<file path="config.mk">
export PLATFORM = sky130hd
export DESIGN_NAME = vid_timing_lock
export DESIGN_NICKNAME = d
export VERILOG_FILES = /design/src/rtl/vid_timing_lock.sv
export SDC_FILE = /design/constraint.sdc
export NUM_CORES = 1
export LEC_CHECK = 0
export ABC_AREA = 1
export CAP_MARGIN = 10
export CORE_UTILIZATION = 60
export CTS_BUF_LIST = sky130_fd_sc_hd__clkbuf_4 sky130_fd_sc_hd__clkbuf_8
export DETAILED_ROUTE_END_ITERATION = 12
export PLACE_DENSITY = 0.86
export RECOVER_POWER = 25
export SYNTH_ARGS = -nofsm -noshare
export SYNTH_HDL_FRONTEND = slang
export SYNTH_SLANG_ARGS = --single-unit
</file>
<file path="constraint.sdc">
create_clock -name clk -period 4.27 [get_ports clk]
set_input_delay 0.854 -clock clk [delete_from_list [all_inputs] [get_ports clk]]
set_output_delay 0.854 -clock clk [all_outputs]
set_load 0.02 [all_outputs]
</file>
<file path="src/rtl/vid_timing_lock.sv">
// Purpose: retime a pixel stream and verify its line/frame geometry, locking after consecutive good frames.
// Latency: every vid_* output, frame_err and err_count lag their inputs by exactly one clk cycle.
// Backpressure: none; the stream is free-running and a stalled strobe source is caught by the watchdog.
module vid_timing_lock #(
    parameter int H_ACTIVE       = 640,
    parameter int V_ACTIVE       = 480,
    parameter int LOCK_FRAMES    = 2,
    parameter int TIMEOUT_CYCLES = 65535
) (
    input  logic        clk,
    input  logic        rst,
    input  logic [11:0] in_pixel,
    input  logic        in_pixsync,
    input  logic        in_hsync,
    input  logic        in_vsync,
    output logic [11:0] vid_pixel,
    output logic        vid_pixsync,
    output logic        vid_hblank,
    output logic        vid_vblank,
    output logic        vid_visible,
    output logic        vid_locked,
    output logic        frame_err,
    output logic [15:0] err_count
);

    localparam int PW = $clog2(H_ACTIVE + 2);
    localparam int LW = $clog2(V_ACTIVE + 2);
    localparam int WW = $clog2(TIMEOUT_CYCLES + 1);
    localparam int GW = $clog2(LOCK_FRAMES + 1);

    localparam logic [PW-1:0] PIX_GOOD  = PW'(H_ACTIVE);
    localparam logic [PW-1:0] PIX_MAX   = PW'(H_ACTIVE + 1);
    localparam logic [LW-1:0] LINE_GOOD = LW'(V_ACTIVE);
    localparam logic [LW-1:0] LINE_MAX  = LW'(V_ACTIVE + 1);
    localparam logic [WW-1:0] WD_MAX    = WW'(TIMEOUT_CYCLES);
    localparam logic [WW-1:0] WD_LAST   = WW'(TIMEOUT_CYCLES - 1);
    localparam logic [GW-1:0] GF_LOCK   = GW'(LOCK_FRAMES);

    typedef enum logic [1:0] {
        ST_UNLOCKED = 2'd0,
        ST_ACQUIRE  = 2'd1,
        ST_LOCKED   = 2'd2
    } state_t;

    state_t          state_q, state_d;
    logic            hsync_prev_q, hsync_prev_d;
    logic            vsync_prev_q, vsync_prev_d;
    logic            edge_arm_q, edge_arm_d;
    logic [PW-1:0]   pix_cnt_q, pix_cnt_d;
    logic [LW-1:0]   line_cnt_q, line_cnt_d;
    logic            bad_line_q, bad_line_d;
    logic [WW-1:0]   wd_cnt_q, wd_cnt_d;
    logic [GW-1:0]   good_frames_q, good_frames_d;
    logic [11:0]     vid_pixel_q, vid_pixel_d;
    logic            vid_pixsync_q, vid_pixsync_d;
    logic            vid_hblank_q, vid_hblank_d;
    logic            vid_vblank_q, vid_vblank_d;
    logic            vid_visible_q, vid_visible_d;
    logic            vid_locked_q, vid_locked_d;
    logic            frame_err_q, frame_err_d;
    logic [15:0]     err_count_q, err_count_d;

    logic            hs_rise, hs_fall, vs_rise, vs_fall;
    logic            frame_act, line_good, frame_good, timeout, err_evt;
    logic [PW-1:0]   pix_base;
    logic [LW-1:0]   line_base;
    logic            bad_base;

    // Next-state logic: edge detection, geometry counters, watchdog, lock FSM and retimed outputs.
    always_comb begin
        // Edges are ignored for the first cycle after reset so a level already
        // high at release is never mistaken for a fresh line or frame start.
        hs_rise = edge_arm_q &  in_hsync & ~hsync_prev_q;
        hs_fall = edge_arm_q & ~in_hsync &  hsync_prev_q;
        vs_rise = edge_arm_q &  in_vsync & ~vsync_prev_q;
        vs_fall = edge_arm_q & ~in_vsync &  vsync_prev_q;

        edge_arm_d   = 1'b1;
        hsync_prev_d = in_hsync;
        vsync_prev_d = in_vsync;

        // Pixel counter: cleared by the line start, counts only in-line strobes.
        pix_base  = hs_rise ? '0 : pix_cnt_q;
        pix_cnt_d = pix_base;
        if (in_pixsync && in_hsync && (pix_base != PIX_MAX)) begin
            pix_cnt_d = pix_base + PW'(1);
        end
        line_good = (pix_cnt_q == PIX_GOOD);

        // The frame is still open in the cycle vsync falls, so a coincident
        // hsync fall is counted and judged before the frame verdict.
        frame_act  = in_vsync | vs_fall;
        line_base  = vs_rise ? '0 : line_cnt_q;
        bad_base   = vs_rise ? 1'b0 : bad_line_q;
        line_cnt_d = line_base;
        bad_line_d = bad_base;
        if (hs_fall && frame_act) begin
            if (line_base != LINE_MAX) begin
                line_cnt_d = line_base + LW'(1);
            end
            if (!line_good) begin
                bad_line_d = 1'b1;
            end
        end
        frame_good = (line_cnt_d == LINE_GOOD) && !bad_line_d;

        // Watchdog saturates at the limit, so the timeout fires once per stall.
        wd_cnt_d = wd_cnt_q;
        timeout  = 1'b0;
        if (in_pixsync) begin
            wd_cnt_d = '0;
        end else if (wd_cnt_q != WD_MAX) begin
            wd_cnt_d = wd_cnt_q + WW'(1);
            timeout  = (wd_cnt_q == WD_LAST);
        end

        state_d       = state_q;
        good_frames_d = good_frames_q;
        err_evt       = 1'b0;
        unique case (state_q)
            ST_UNLOCKED: begin
                if (vs_rise) begin
                    state_d       = ST_ACQUIRE;
                    good_frames_d = '0;
                end
            end
            ST_ACQUIRE: begin
                if (vs_fall) begin
                    if (frame_good) begin
                        good_frames_d = good_frames_q + GW'(1);
                        if (good_frames_d == GF_LOCK) begin
                            state_d = ST_LOCKED;
                        end
                    end else begin
                        state_d = ST_UNLOCKED;
                        err_evt = 1'b1;
                    end
                end
            end
            ST_LOCKED: begin
                if (vs_fall && !frame_good) begin
                    state_d = ST_UNLOCKED;
                    err_evt = 1'b1;
                end
            end
            default: state_d = ST_UNLOCKED;
        endcase
        if (timeout) begin
            state_d = ST_UNLOCKED;
            err_evt = 1'b1;
        end

        frame_err_d  = err_evt;
        err_count_d  = (err_evt && (err_count_q != 16'hFFFF)) ? err_count_q + 16'd1 : err_count_q;
        vid_locked_d = (state_d == ST_LOCKED);

        vid_pixel_d   = in_pixel;
        vid_pixsync_d = in_pixsync;
        vid_hblank_d  = ~in_hsync;
        vid_vblank_d  = ~in_vsync;
        vid_visible_d = in_pixsync & in_hsync & in_vsync &
                        (pix_base < PIX_GOOD) & (line_base < LINE_GOOD);
    end

    // State register with synchronous reset to the idle, unlocked picture.
    always_ff @(posedge clk) begin
        if (rst) begin
            state_q       <= ST_UNLOCKED;
            hsync_prev_q  <= 1'b0;
            vsync_prev_q  <= 1'b0;
            edge_arm_q    <= 1'b0;
            pix_cnt_q     <= '0;
            line_cnt_q    <= '0;
            bad_line_q    <= 1'b0;
            wd_cnt_q      <= '0;
            good_frames_q <= '0;
            vid_pixel_q   <= 12'h000;
            vid_pixsync_q <= 1'b0;
            vid_hblank_q  <= 1'b1;
            vid_vblank_q  <= 1'b1;
            vid_visible_q <= 1'b0;
            vid_locked_q  <= 1'b0;
            frame_err_q   <= 1'b0;
            err_count_q   <= 16'h0000;
        end else begin
            state_q       <= state_d;
            hsync_prev_q  <= hsync_prev_d;
            vsync_prev_q  <= vsync_prev_d;
            edge_arm_q    <= edge_arm_d;
            pix_cnt_q     <= pix_cnt_d;
            line_cnt_q    <= line_cnt_d;
            bad_line_q    <= bad_line_d;
            wd_cnt_q      <= wd_cnt_d;
            good_frames_q <= good_frames_d;
            vid_pixel_q   <= vid_pixel_d;
            vid_pixsync_q <= vid_pixsync_d;
            vid_hblank_q  <= vid_hblank_d;
            vid_vblank_q  <= vid_vblank_d;
            vid_visible_q <= vid_visible_d;
            vid_locked_q  <= vid_locked_d;
            frame_err_q   <= frame_err_d;
            err_count_q   <= err_count_d;
        end
    end

    assign vid_pixel   = vid_pixel_q;
    assign vid_pixsync = vid_pixsync_q;
    assign vid_hblank  = vid_hblank_q;
    assign vid_vblank  = vid_vblank_q;
    assign vid_visible = vid_visible_q;
    assign vid_locked  = vid_locked_q;
    assign frame_err   = frame_err_q;
    assign err_count   = err_count_q;

endmodule
</file>
==> flow_results.org, run 1 <==
** Global routing
- Met3 demand-to-capacity share in global routing :: 0.0879
- Entering global routing, the biggest net connects 26 pins.
- Gr busiest metal :: met2
- The number of antenna violations at the first check in global routing was 0.
- Sum of overflow across all layers after global routing :: 0
- Met1 usage in global routing :: 0.301
- The via count of the first global-routing pass was 3453.
- First-pass GRT wire length :: 14200 um
- Met2 usage in global routing :: 0.487
- For this run, the total global-route usage over all layers was measured as 0.273.

** Setup path
- In this run the critical register-to-register path is launched from vsync_prev_q.
- Worst stage delay on the critical path :: 1.01 ns
- Capture point of the worst reg-to-reg path :: err_count[3]
- Arrival @ worst endpoint :: 3.62 ns
- For the worst flop-to-flop path, the logic depth is 17.
- The worst setup path is of the in -> reg kind.
- Critical path cell sequence :: clkbuf_1, clkbuf_1, inv_1, nand3_1, inv_1, nand2_1, nor2_1
- Category of cells accounting for the largest share of critical-path delay :: buffers and inverters
- For the worst setup path, the data required time is 4.53 ns.
- Setup slack on the worst reg-to-reg path comes out at 1.58 ns.
- Together, buffers and inverters on the worst path number 4.
- Highest-delay cell along the critical path :: clkbuf_1
- STA classifies the critical path startpoint as an input port.
- The worst setup path is captured at a flip-flop.
- Critical path peak fanout :: 25

** Clock network
- Buffer levels on the longest clock path :: 2
- For this design, the CTS-stage hold fixing added 0 buffers.
- Clock tree from TritonCTS :: yes
- The tree is rooted in a clkbuf_8.
- Clock-pin slew was measured on the worst setup and hold paths at 0.08 ns.
- Skew-Pair Late Insertion Delay :: 0.36 ns
- Buffer count from post-CTS setup fixing :: 0
- In this run, post-CTS repair resized a total of 0 instances.
- CTS buffer count :: 9
- The tree built by TritonCTS fans out to 77 sinks.
- CTS H-tree lvls :: 3

** STA
- Worst clock skew :: 0.0136 ns
- The number of max-slew violations in the final report came to 0.
- In the finished design, the share of the clock period the worst path needs comes to 0.786.
- Setup repair after global routing missed its margin :: false
- Across all setup checks in the final design, the least slack found is 0.913 ns.
- Setup violations remaining at the end of the flow were counted as 0.
- Summed over all failing endpoints, the final setup total negative slack is 0 ns.
- The worst path in the final design needs a cycle of 3.36 ns, including I/O delays and setup.
- Number of hold violations in the final report :: 0
- Slew at the pin closest to its max-slew limit :: 1.28 ns
- Worst Hold Margin :: 0.482 ns
- Max Freq :: 298 MHz
- Max-Slew Margin vs Limit :: 0.150

** Synthesis
- Ys async rst share :: 0
- Of the total synthesized cell area, the portion taken by XOR and XNOR cells is 0.0405.
- When the netlist entered floorplanning its net count stood at 570.
- The share of synthesized area in the top cell type comes to 0.396.
- Summed over all instances, the cell type with the most area after synthesis is dfxtp_1.
- Number of flip-flops and latches in the synthesized netlist :: 77
- In this run, synthesis inferred 0 flip-flops with an integrated enable.
- Post-synth top flop :: dfxtp_1
- Most common library cells after synthesis :: 86 x inv_1, 86 x nand2_1, 78 x nor2_1
- The Yosys step of the flow raised 0 warnings.
- Each instance of the synthesized netlist takes up on average 7.20 um2.
- Share of synthesized cell area in and, or, nand and nor gates :: 0.315
- The fraction of the mapped netlist area in compound gates was 0.105.
- Of the post-synthesis cell area, the part taken by muxes is 0.
- After synthesis, the cell types taking the most area are dfxtp_1 40%, inv_1 8.3%, nand2_1 8.3%.
- Synthesis handed over a netlist of 541 instances.
- Post-synthesis adder-cell area fraction :: 0.0385
- The share of the Yosys chip area taken by registers is 0.396.
- Post-Syn Area :: 3890 um2
- Largest family of logic cells by synthesized area :: simple AND/OR/NAND/NOR gates
- Number of different library cells in the post-synthesis netlist :: 37

** Die
- Core region area :: 6100 um2
- Effective utilization at floorplan :: 0.639
- Row count :: 28
- Number of placed I/O pins :: 51
- The die covers 6820 um2.
- In this run the horizontal extent of the chip is 82.6 um.
- Die span in y :: 82.6 um

** Outcome
- Result of the run :: completed

** Power
- Power share of the clock group :: 0.413
- VDD sags by at most 310 uV.
- The analysis attributes to net switching a power of 0.347 mW.
- Of the total power, the share spent switching nets is 0.243.
- Proportion of power drawn by combinational gates :: 0.070
- Portion of total power attributed to sequential cells :: 0.517
- The analysis attributes to cell leakage a power of 1.90 nW.
- Power density of the placed cells :: 309 nW/um2
- The internal power of the cells totals 1.08 mW.

** Route
- DR vias/cell :: 5.37
- In this run, the number of DRC markers left after iteration 0 of detailed routing was 139.
- After detailed routing, the average wire length per cell comes to 12.6 um.
- Summing over every cut layer, the via total after detailed routing is 3609.
- 1st-pass router iterations :: 4
- The count of nets left with antenna violations once routing finished came out at 0.
- Detailed-route wire length :: 8490 um
- For this run, design rule violations remaining after detail routing come to 0.

** Worst hold path
- The worst hold path passes through 2 cells.
- Terminating pin of the worst hold path :: good_frames_q[1]
- Class of the tightest hold or removal check :: reg -> reg
- Hold path startpoint :: good_frames_q[1]

** Placed design
- Quantity of I/O buffers inserted on ports :: 50
- Detailed placement HPWL :: 6060 um
- GPL Wtd Cong :: 0.845
- Number of cells after detailed placement :: 656
- Setup Slack @ Placement :: 0.674 ns

** Cells and area
- Signed area change from the synthesized netlist to the final layout :: 19.0%
- Post-layout instance count excluding filler cells :: 672
- Fraction of final layout cells with drive strength greater than 1 :: 0.104
- Total number of nets in the final design :: 621
- The number of antenna diodes in the final layout is 0.

** Flow run
- Number of max-capacitance violations reported :: 0
-- layer usage --
metal,vias to the layer above,share of wire
li1,1816,-
met4,0,0.016
met5,-,0
met2,94,0.50
met3,15,0.052
met1,1684,0.44
-- logic make-up after synthesis --
family          after synthesis
compound gates               70
xor+xnor                     18
fa+ha+maj                    12
buf+inv                     102
flops                        77
simple gates                262
-- power groups by stage --
| stage | sequential, mW | combinational (mW) | clock, mW |
|---|---|---|---|
| 4_1_cts | 0.739 | 0.102 | 0.597 |
| 6_report | 0.739 | 0.100 | 0.592 |
| 2_1_floorplan | 0.765 | 0.0501 | 0 |
| 3_5_place_dp | 0.756 | 0.102 | 0 |
| 5_1_grt | 0.741 | 0.111 | 0.624 |
| 3_3_place_gp | 0.755 | 0.0987 | 0 |
-- cell usage in the layout, fill, tap and decap left out, drive strengths merged --
| master | Yosys | final |
|---|---|---|
| o21a | 2 | 2 |
| a21oi | 41 | 41 |
| xor2 | 13 | 13 |
| xnor2 | 5 | 5 |
| o31ai | 1 | 1 |
| nor4 | 4 | 4 |
| a211oi | 1 | 1 |
| nand3 | 46 | 46 |
| clkdlybuf4s50 | 0 | 39 |
| nand2 | 101 | 101 |
| clkinvlp | 0 | 1 |
| or2 | 2 | 2 |
| o21ai | 21 | 21 |
| a31oi | 2 | 2 |
| nor2 | 84 | 84 |
| inv | 91 | 92 |
| nor3 | 12 | 12 |
| nand4 | 11 | 11 |
| dlygate4sd3 | 0 | 10 |
| clkbuf | 8 | 14 |
| o211ai | 2 | 2 |
| dfxtp | 77 | 77 |
| ha | 12 | 12 |
| nand3b | 2 | 2 |
| bufinv | 0 | 1 |
| clkinv | 0 | 1 |
-- tightest hold or removal path, stage by stage, from the launching register on --
cell     delay, ns
dfxtp_1       0.32
nand2_1       0.07
a21oi_1       0.06
-- layout make-up --
| cell class | count | area [um2] |
|---|---|---|
| Sequential cell | 77 | 1540 |
| Clock buffer | 12 | 159 |
| Timing Repair Buffer | 51 | 498 |
| Multi-Input combinational cell | 362 | 1950 |
| Clock inverter | 4 | 55.1 |
| Tap cell | 75 | 93.8 |
| Fill cell | 452 | 1460 |
| Inverter | 91 | 342 |
-- through the flow --
step,utilization,area [um2],power (mW)
floorplan,-,3890,0.815
global placement,0.726,4430,0.854
detailed placement,0.726,4430,0.858
CTS,0.761,4640,1.44
global route,0.760,4630,1.48
finish,0.760,4630,1.43
-- sequential cells by signal (all words and copies together), names as in the netlist, 2 cells and up --
name / flops
pix_cnt_q: 10
state_q: 2
good_frames_q: 2
err_count: 16
line_cnt_q: 9
wd_cnt_q: 16
vid_pixel: 12
-- worst max-delay path by stage --
stage              from  slack (ns)  depth (start not counted)            end
2_1_floorplan  in_vsync        1.54                         16  err_count[14]
3_3_place_gp   in_vsync        0.80                         17   err_count[7]
3_5_place_dp   in_vsync        0.67                         17   err_count[7]
4_1_cts        in_vsync        0.99                         17   err_count[3]
5_1_grt             rst        0.66                          7     vid_locked
6_report            rst        0.91                          7     vid_locked
(Power assumes the default switching activity.)
==> inputs of run 2 (changes only) <==
- CORE_UTILIZATION: 60 -> 57
- PLACE_DENSITY: 0.86 -> 0.82
- clock period: 4.27 -> 3.2 ns (I/O delays scaled with it)
==> run 2 against run 1 <==
Effect of this change:
- the run now ends with DRC left
- clock-buffer cell count unchanged
- sequential power is 33% higher
- first-iteration DRC count rose by 14%
- flip-flop and latch count unchanged
- die area increased by 5.1%
- cell count is 0.89% higher
- critical path type unchanged
==> flow_results.org, run 2 (synthesis results as in run 1) <==
** Outcome
- The flow ran to the end, but the final reports show violations.
- Failing checks :: DRC

** STA
- The smallest clock period supported by the final layout is computed as 2.92 ns.
- Setup total negative slack :: 0 ns
- Setup repair after global routing left no endpoint under its margin.
- The number of hold violations in the final report was 0.
- Max Freq :: 343 MHz
- Measured against its own limit, the worst slew margin works out to 0.509.
- The number of max-slew violations in the final report was 0.
- Period utilisation layout :: 0.912
- In the post-route analysis, the smallest setup slack over all paths is 0.282 ns.
- Between clock sinks in the finished design, the worst skew comes to 0.00979 ns.
- Final setup violation count :: 0
- Hold timing on the final database bottoms out at a slack of 0.473 ns.
- Slew at the pin closest to its max-slew limit :: 0.733 ns

** Setup path
- The worst register-to-register path has a depth of 9.
- Critical path peak fanout :: 15
- Startpoint types :: input port
- R2r startpoint :: err_count[0]
- By startpoint and endpoint, the worst setup path is classified as in -> reg.
- Setup slack on the worst reg-to-reg path comes out at 0.70 ns.
- In this run the critical register-to-register path is captured at err_count[7].
- Crit path capture type :: flip-flop
- Arrival @ worst endpoint :: 3.19 ns
- Data required time of the worst path :: 3.47 ns
- The critical path starts at in_vsync.

** Power
- Power share of the clock group :: 0.400
- Power, Total :: 1.87 mW
- For this design the ratio of total power to cell area is 403 nW/um2.
- Of the total power, the share spent switching nets is 0.235.
- Cell internal power was estimated by the tool at 1.43 mW.
- Of the total power, combinational logic draws 0.073.
- Portion of total power attributed to sequential cells :: 0.527
- For this design the total switching power over the nets is 0.439 mW.
- Leakage power of the design :: 1.92 nW
- The worst-case IR drop observed on VDD is 309 uV.

** Die
- The die covers 7170 um2.
- Die outline width :: 84.7 um
- Core region area :: 6460 um2
- The initial utilization of the core area, before any placement, comes to 0.603.
- Number of placed I/O pins :: 51
- Row count :: 29
- Die span in y :: 84.7 um

** Cells and area
- Inserted Diodes :: 0
- Of the cells placed in the final design, the portion with a size suffix greater than 1 is 0.108.
- Leading cell types in the layout, fill and taps excluded :: 86 x inv_1, 86 x nand2_1, 78 x nor2_1
- The finished cells cover 4650 um2.
- Total number of nets in the final design :: 625
- Relative to the synthesized area, the layout overhead comes to 19.3%.

** Clock network
- Clock sinks :: 77
- After clock tree synthesis, the repair step resized 0 gates.
- Clock Pin Slew Worst Setup and Hold Paths :: 0.08 ns
- Buffer levels on the longest clock path :: 2
- CTS buffer count :: 9
- Skew-Pair Late Insertion Delay :: 0.34 ns
- Post-CTS timing repair inserted 0 buffers for setup.
- For this design, the CTS-stage hold fixing added 0 buffers.
- Clock tree from TritonCTS :: yes
- The H-tree was split into 3 levels.
- Root buffer cell :: clkbuf_8

** Global routing
- Entering global routing, the biggest net connects 45 pins.
- Initial antenna violation count :: 0
- Global routing finished with a remaining overflow of 0.
- First-pass GRT wire length :: 14100 um
- The via count of the first global-routing pass was 3370.
- For this run, the total global-route usage over all layers was measured as 0.242.

** Route
- Total number of vias :: 3498
- The first TritonRoute pass finished after 9 iterations.
- Initial detailed-routing violation count :: 158
- For this run, design rule violations remaining after detail routing come to 3.
- Antenna viol nets, final :: 0
- Detailed-route wire length per cell :: 12.0 um
- Detailed-route wire length :: 8140 um
- DR vias/cell :: 5.16

** Worst hold path
- The worst hold path terminates at wd_cnt_q[8].
- Hold path startpoint :: wd_cnt_q[8]
- Counting instances, the worst hold path has a depth of 1.
- The min-delay analysis places its worst path in the category reg -> reg.

** Flow run
- Number of max-capacitance violations reported :: 0

** Placed design
- Prior to clock tree synthesis, the placed netlist has a worst setup slack of -0.00661 ns.
- The HPWL after detailed placement is 6070 um.
- In this run the cell area measured after placement is 4460 um2.
- Quantity of I/O buffers inserted on ports :: 50
- Routability-driven placement finished with a final weighted congestion of 0.878.
run 2: worst max-delay path by stage:
| stage | endpoint |
|---|---|
| 2_1_floorplan | err_count[14] |
| 3_3_place_gp | err_count[6] |
| 3_5_place_dp | err_count[8] |
| 4_1_cts | err_count[8] |
| 5_1_grt | err_count[4] |
| 6_report | err_count[7] |
run 2: power groups by stage:
| stage | combinational (mW) | sequential, mW | clock (mW) |
|---|---|---|---|
| after floorplan | 0.0668 | 1.02 | 0 |
| after global placement | 0.135 | 1.01 | 0 |
| after detailed placement | 0.140 | 1.01 | 0 |
| after CTS | 0.141 | 0.986 | 0.759 |
| after global routing | 0.151 | 0.988 | 0.798 |
| final | 0.137 | 0.985 | 0.748 |
run 2: per-layer routing:
layer | vias to the layer above | track usage | routed length, um
li1 | 1823 | - | -
met4 | 0 | 0.0894 | 163
met5 | - | 0 | 0
met3 | 15 | 0.0560 | 431
met1 | 1574 | 0.286 | 3610
met2 | 86 | 0.428 | 3940
run 2: cell type report:
type | count | area, um2
inverter | 91 | 342
clock inverter | 4 | 47.5
clock buffer | 12 | 153
sequential | 77 | 1540
fill | 528 | 1810
multi-input combinational | 362 | 1940
timing repair buffer | 55 | 532
tap | 77 | 96.3
run 2: critical path, stage by stage:
cell             delay, ns
clkdlybuf4s50_1       0.50
o211ai_1              0.65
inv_1                 0.20
nand2_1               0.13
nand2_1               0.06
nand2_1               0.08
nand2_1               0.08
nor2_2                0.10
nand3_2               0.09
nand3_2               0.10
nand2_4               0.10
nand2_4               0.22
nand2_1               0.08
a21oi_1               0.14
run 2: stage by stage:
stage | std cells | utilization
3_3_place_gp | 662 | 0.690
4_1_cts | 678 | 0.721
5_1_grt | 678 | 0.719
6_report | 678 | 0.719
3_5_place_dp | 662 | 0.690
2_1_floorplan | 541 | -
